### src/rtl/ball_motion.sv
// Breakout ball kinematics: tick-paced movement, crash reflection with clamping,
// and the serve/miss/game-over sequence with a lives counter. Optional BALL_SPEEDUP_EN.
module ball_motion #(
    parameter int H_RES      = 640,
    parameter int V_RES      = 480,
    parameter int BALL_R     = 10,
    parameter int STEP       = 1,
    parameter int TICK_DIV   = 200000,
    parameter int START_X    = 320,
    parameter int START_Y    = 400,
    parameter int LIVES      = 3,
    parameter int HOLD_TICKS = 60
) (
    input  logic       clk,
    input  logic       rst,
    input  logic [3:0] iCrash,
    input  logic       iStart,
    output logic [9:0] oBall_x,
    output logic [9:0] oBall_y,
    output logic       oMove,
    output logic [1:0] oState,
    output logic [1:0] oLives,
    output logic       oGame_over
);

    localparam int CNT_W  = $clog2(TICK_DIV);
    localparam int HOLD_W = $clog2(HOLD_TICKS + 1);

    localparam logic [9:0]        POS_LO     = 10'(BALL_R);
    localparam logic [9:0]        X_HI       = 10'(H_RES - BALL_R);
    localparam logic [9:0]        Y_HI       = 10'(V_RES - BALL_R);
    localparam logic [9:0]        SERVE_X    = 10'(START_X);
    localparam logic [9:0]        SERVE_Y    = 10'(START_Y);
    localparam logic [2:0]        STEP_INIT  = 3'(STEP);
    localparam logic [1:0]        LIVES_INIT = 2'(LIVES);
    localparam logic [CNT_W-1:0]  CNT_LAST   = CNT_W'(TICK_DIV - 1);
    localparam logic [HOLD_W-1:0] HOLD_LAST  = HOLD_W'(HOLD_TICKS - 1);

    typedef enum logic [1:0] {
        READY = 2'd0,
        RUN   = 2'd1,
        MISS  = 2'd2,
        OVER  = 2'd3
    } state_t;

    state_t             state_reg;
    logic [CNT_W-1:0]   cnt_reg;
    logic [HOLD_W-1:0]  hold_reg;
    logic [9:0]         x_reg;
    logic [9:0]         y_reg;
    logic               dx_reg;
    logic               dy_reg;
    logic [1:0]         lives_reg;
    logic               move_reg;
    logic               game_over_reg;

    logic               tick;
    logic               crash_left;
    logic               crash_right;
    logic               crash_up;
    logic               crash_down;
    logic               dx_next;
    logic               dy_next;
    logic               miss_hit;
    logic [9:0]         x_next;
    logic [9:0]         y_next;
    logic [2:0]         step;

    // Move one axis by stp in 11 bits and clamp to [POS_LO, hi] so it never wraps.
    function automatic logic [9:0] advance(
        input logic [9:0] pos,
        input logic       dir,
        input logic [2:0] stp,
        input logic [9:0] hi
    );
        logic [10:0] sum;
        if (dir) begin
            sum = {1'b0, pos} + {8'd0, stp};
            if (sum > {1'b0, hi}) begin
                sum = {1'b0, hi};
            end
        end else begin
            sum = {1'b0, pos} - {8'd0, stp};
            if (sum[10] || (sum < {1'b0, POS_LO})) begin
                sum = {1'b0, POS_LO};
            end
        end
        return sum[9:0];
    endfunction

    assign tick        = (cnt_reg == CNT_LAST);
    assign crash_left  = iCrash[3];
    assign crash_right = iCrash[2];
    assign crash_up    = iCrash[1];
    assign crash_down  = iCrash[0];

    always_comb begin
        dx_next = dx_reg;
        dy_next = dy_reg;
        if (crash_left && !crash_right) begin
            dx_next = 1'b1;
        end else if (crash_right && !crash_left) begin
            dx_next = 1'b0;
        end
        if (crash_up && !crash_down) begin
            dy_next = 1'b1;
        end else if (crash_down && !crash_up) begin
            dy_next = 1'b0;
        end
        x_next   = advance(x_reg, dx_next, step, X_HI);
        y_next   = advance(y_reg, dy_next, step, Y_HI);
        miss_hit = (y_reg >= Y_HI) && dy_reg;
    end

`ifdef BALL_SPEEDUP_EN
    logic [3:0] hit_reg;
    logic [2:0] step_reg;
    logic       run_tick;
    logic       enter_ready;

    assign run_tick    = tick && (state_reg == RUN);
    assign enter_ready = tick && (((state_reg == MISS) && (hold_reg == HOLD_LAST) && (lives_reg != 2'd1))
                               || ((state_reg == OVER) && iStart));

    // Every 16th crash tick bumps the speed, capped at 4 px/tick.
    always_ff @(posedge clk) begin
        if (rst || enter_ready) begin
            hit_reg  <= 4'd0;
            step_reg <= STEP_INIT;
        end else if (run_tick && (iCrash != 4'd0)) begin
            hit_reg <= hit_reg + 4'd1;
            if ((hit_reg == 4'd15) && (step_reg < 3'd4)) begin
                step_reg <= step_reg + 3'd1;
            end
        end
    end

    assign step = step_reg;
`else
    assign step = STEP_INIT;
`endif

    always_ff @(posedge clk) begin
        if (rst) begin
            state_reg     <= READY;
            cnt_reg       <= '0;
            hold_reg      <= '0;
            x_reg         <= SERVE_X;
            y_reg         <= SERVE_Y;
            dx_reg        <= 1'b1;
            dy_reg        <= 1'b0;
            lives_reg     <= LIVES_INIT;
            move_reg      <= 1'b0;
            game_over_reg <= 1'b0;
        end else begin
            move_reg <= 1'b0;
            cnt_reg  <= tick ? '0 : cnt_reg + 1'b1;
            if (tick) begin
                case (state_reg)
                    READY: begin
                        if (iStart) begin
                            state_reg <= RUN;
                        end
                    end
                    RUN: begin
                        // A ball already on the floor and still falling is lost; it does not move.
                        if (miss_hit) begin
                            state_reg <= MISS;
                        end else begin
                            dx_reg   <= dx_next;
                            dy_reg   <= dy_next;
                            x_reg    <= x_next;
                            y_reg    <= y_next;
                            move_reg <= 1'b1;
                        end
                    end
                    MISS: begin
                        if (hold_reg == HOLD_LAST) begin
                            hold_reg  <= '0;
                            lives_reg <= lives_reg - 2'd1;
                            x_reg     <= SERVE_X;
                            y_reg     <= SERVE_Y;
                            if (lives_reg == 2'd1) begin
                                state_reg     <= OVER;
                                game_over_reg <= 1'b1;
                            end else begin
                                state_reg <= READY;
                                dx_reg    <= 1'b1;
                                dy_reg    <= 1'b0;
                            end
                        end else begin
                            hold_reg <= hold_reg + 1'b1;
                        end
                    end
                    OVER: begin
                        if (iStart) begin
                            state_reg     <= READY;
                            lives_reg     <= LIVES_INIT;
                            game_over_reg <= 1'b0;
                            x_reg         <= SERVE_X;
                            y_reg         <= SERVE_Y;
                            dx_reg        <= 1'b1;
                            dy_reg        <= 1'b0;
                        end
                    end
                    default: state_reg <= READY;
                endcase
            end
        end
    end

    assign oBall_x    = x_reg;
    assign oBall_y    = y_reg;
    assign oMove      = move_reg;
    assign oState     = state_reg;
    assign oLives     = lives_reg;
    assign oGame_over = game_over_reg;

endmodule

### config.mk
export PLATFORM = sky130hd
export DESIGN_NAME = ball_motion
export DESIGN_NICKNAME = d
export VERILOG_FILES = /design/src/rtl/ball_motion.sv
export SDC_FILE = /design/constraint.sdc
export NUM_CORES = 1
export LEC_CHECK = 0
export CAP_MARGIN = 0
export CORE_ASPECT_RATIO = 0.8
export CORE_MARGIN = 2
export CORE_UTILIZATION = 30
export CTS_BUF_LIST = sky130_fd_sc_hd__clkbuf_16
export CTS_CLUSTER_DIAMETER = 120
export DETAILED_ROUTE_END_ITERATION = 8
export PLACE_DENSITY = 0.53
export REMOVE_ABC_BUFFERS = 1
export SYNTH_ARGS = -nofsm -noshare
export SYNTH_HDL_FRONTEND = slang
export SYNTH_SLANG_ARGS = --single-unit
export TNS_END_PERCENT = 1
### constraint.sdc
create_clock -name clk -period 4.5 [get_ports clk]
set_input_delay 0.675 -clock clk [delete_from_list [all_inputs] [get_ports clk]]
set_output_delay 0.675 -clock clk [all_outputs]
set_load 0.05 [all_outputs]
==> impl_metrics.toml <==
[flow_run]
maxCapViolCount = 0

[floorplan]
core_mm2 = 0.0129
die_w_um = 133
die_area_mm2 = 0.0142
io_pins = 33
row_count = 37
die_y_um = 107
start_util_pct = 30.9

[synthesis]
netlist-cell-type-count = 79
synth_top_cell_by_area = "dfxtp_1"
synthCells = 540
synthTopCellsByArea = "dfxtp_1 26%, nor2_1 5.4%, nand2_1 5.3%"
synth_seq_cells = 52
ys.flop_type = "dfxtp_1"
synth_most_common_cell = "nor2_1"
synth_common_cells = "57 x nor2_1, 56 x nand2_1, 52 x dfxtp_1"
ys_async_sr_fraction_pct = 0
syn_area_per_cell_um2 = 7.39
ys_warn_count = 0
ys_seq_area_share_pct = 26.1
synth_top_area_share_pct = 26.1
syn_area_mm2 = 0.00399
synth_edf_count = 0

[timing]
grt_setup_unrepaired = "false"
fin_crit_ps = 3190
fin_skew_ps = 7.56
max_clock_freq_mhz = 314
hold_viol_final = 0
max-slew-margin-rel_pct = 39.9
fin_crit_sh_pct = 70.9
slew_violations = 0
setup_violations = 0
setup_slack_ps = 1310
tightest_slew_ps = 893
finalSetupTns_ps = 0

[worst_setup_path]
start_kind = "register"
rr_worst_depth = 9
path_max_fanout = 14
cp.arrival_ps = 3380
r2r-end = "oBall_y[5]$_SDFFE_PP0P_"
reg2reg_from = "oBall_y[1]$_SDFFE_PP0P_"
critPathKind = "reg -> reg"
crit_start = "oBall_y[1]$_SDFFE_PP0P_"
end_kind = "register"
crit_path_end = "oBall_y[5]$_SDFFE_PP0P_"
required_ps = 4690
rrSetupSlack_ps = 1310

[placed_design]
dp_slack_ps = 1410
gp_congestion = 0.858
post-place-cells = 709
dp_hpwl_mm = 7.86
portBuffers = 32

[drt]
dr.pass1.iters = 5
drt_iter0_drc = 340
vias = 3988
drc_errors = 0
postRouteWirelength_mm = 11.0
viasPerCell = 5.56
avgRoutedWirePerCell_um = 15.3
ant_nets = 0

[cts]
clkSinkCount = 52
post_cts_resized = 0
cts.root.buffer_cell = "clkbuf_16"
cts_tree = "done"
clockBufferDepth = 2
clkTransAtPathRegs_ps = 70
h-tree-depth = 2
cts_hold_buf = 0
clk_latency_ps = 300
cts_setup_buffers = 0
numCtsBuffers = 5

[global_routing]
grt_pass1_vias = 3606
grt_usage_pct = 15.9
grt_max_degree = 25
grt_pass1_wl_mm = 18.6
grt_overflow = 0
antenna_found_initial = 0

[layout]
antenna_cells = 0
largest_reg_flops = 18
regArea_mm2 = 0.00104
multi_input_area_mm2 = 0.00273
fill_cells = 1350
drive_above_1_share_pct = 4.98
stdcell_count = 717
area_delta_synth_final_pct = 15.1
nNetsFinal = 558
utilization_pct = 35.6

[power]
powerDensity_mw_per_mm2 = 234
ir_drop_v = 0.000143
p_leak_nw = 1.62

[worst_hold_path]
hp-class = "reg -> reg"

[status]
status = "finished clean"
[report_power, final]
group / leakage, nW / total [W] / internal (W) / switching, W
registers: 0.420 / 0.000468 / 0.000463 / 0.00000534
clock network: 0.104 / 0.000557 / 0.000375 / 0.000182
logic: 1.10 / 0.0000507 / 0.0000178 / 0.0000330
[worst min path at each step]
stage	from	to	slack [ps]	cells after the start
4_1_cts	cnt_reg[0]$_SDFF_PP0_	cnt_reg[0]$_SDFF_PP0_	470	1
2_1_floorplan	cnt_reg[0]$_SDFF_PP0_	cnt_reg[0]$_SDFF_PP0_	430	1
6_report	cnt_reg[0]$_SDFF_PP0_	cnt_reg[0]$_SDFF_PP0_	460	1
3_3_place_gp	cnt_reg[0]$_SDFF_PP0_	cnt_reg[0]$_SDFF_PP0_	440	1
5_1_grt	cnt_reg[0]$_SDFF_PP0_	cnt_reg[0]$_SDFF_PP0_	490	1
3_5_place_dp	cnt_reg[0]$_SDFF_PP0_	cnt_reg[0]$_SDFF_PP0_	450	1
[layout make-up]
cell class / count / area share (%)
clock buffers: 5 / 2.72
flip-flops and latches: 52 / 22.7
clock inverters: 3 / 1.96
inverters: 16 / 1.31
multi-input cells: 433 / 59.4
well taps: 175 / 4.77
repair buffers: 33 / 7.14
[per-layer routing]
metal  up-vias  track usage, %  share of wire [%]
li1       1964               -                  -
met1      1907            24.3                 52
met2       109            22.8                 42
met3         8            2.88                5.2
met4         0            3.69               0.83
met5         -               0                  0
[per-stage QoR]
stage / hold slack (ps) / cell area, um2 / power [W]
after floorplan: 426 / 3830 / 0.000509
after global placement: 444 / 4380 / 0.000529
after detailed placement: 455 / 4380 / 0.000529
after CTS: 471 / 4590 / 0.00109
after global routing: 493 / 4590 / 0.00112
final: 464 / 4590 / 0.00108
[worst max-delay path, stage by stage, from the launching register on]
cell and delay [ps]:
dfxtp_1 630, inv_1 170, ha_1 450, a211oi_1 110, a2111oi_0 480, a221oi_1 100
a221o_1 370, a21oi_1 480, a211oi_1 120, a21o_1 180
[cells in the final DEF, fill, tap and decap left out, drive strengths merged, types with 6 or more instances in the layout]
| master | netlist | routed |
|---|---|---|
| nor2b | 7 | 7 |
| a21oi | 38 | 38 |
| nor2 | 58 | 58 |
| xor2 | 15 | 15 |
| clkdlybuf4s50 | 0 | 32 |
| a211oi | 10 | 10 |
| and2 | 6 | 6 |
| dfxtp | 52 | 52 |
| nor3 | 22 | 22 |
| xnor2 | 14 | 14 |
| nand2b | 10 | 10 |
| inv | 16 | 16 |
| nand3 | 21 | 21 |
| o21ai | 28 | 28 |
| ha | 10 | 10 |
| a21o | 11 | 11 |
| or3 | 13 | 13 |
| and3 | 9 | 9 |
| nand4 | 11 | 11 |
| nand2 | 56 | 56 |
[cell families (layout without fill, tap and decap cells)]
kind of cell	count (synthesis)	after routing	synth area share [%]
compound gates	146	146	25.2
xor+xnor	29	29	6.37
simple gates	242	242	32.2
fa+ha+maj	10	10	3.14
flops	52	52	26.1
mux	6	6	1.54
buf+inv	55	57	5.49
No activity file was read; power rests on OpenSTA's default activity.
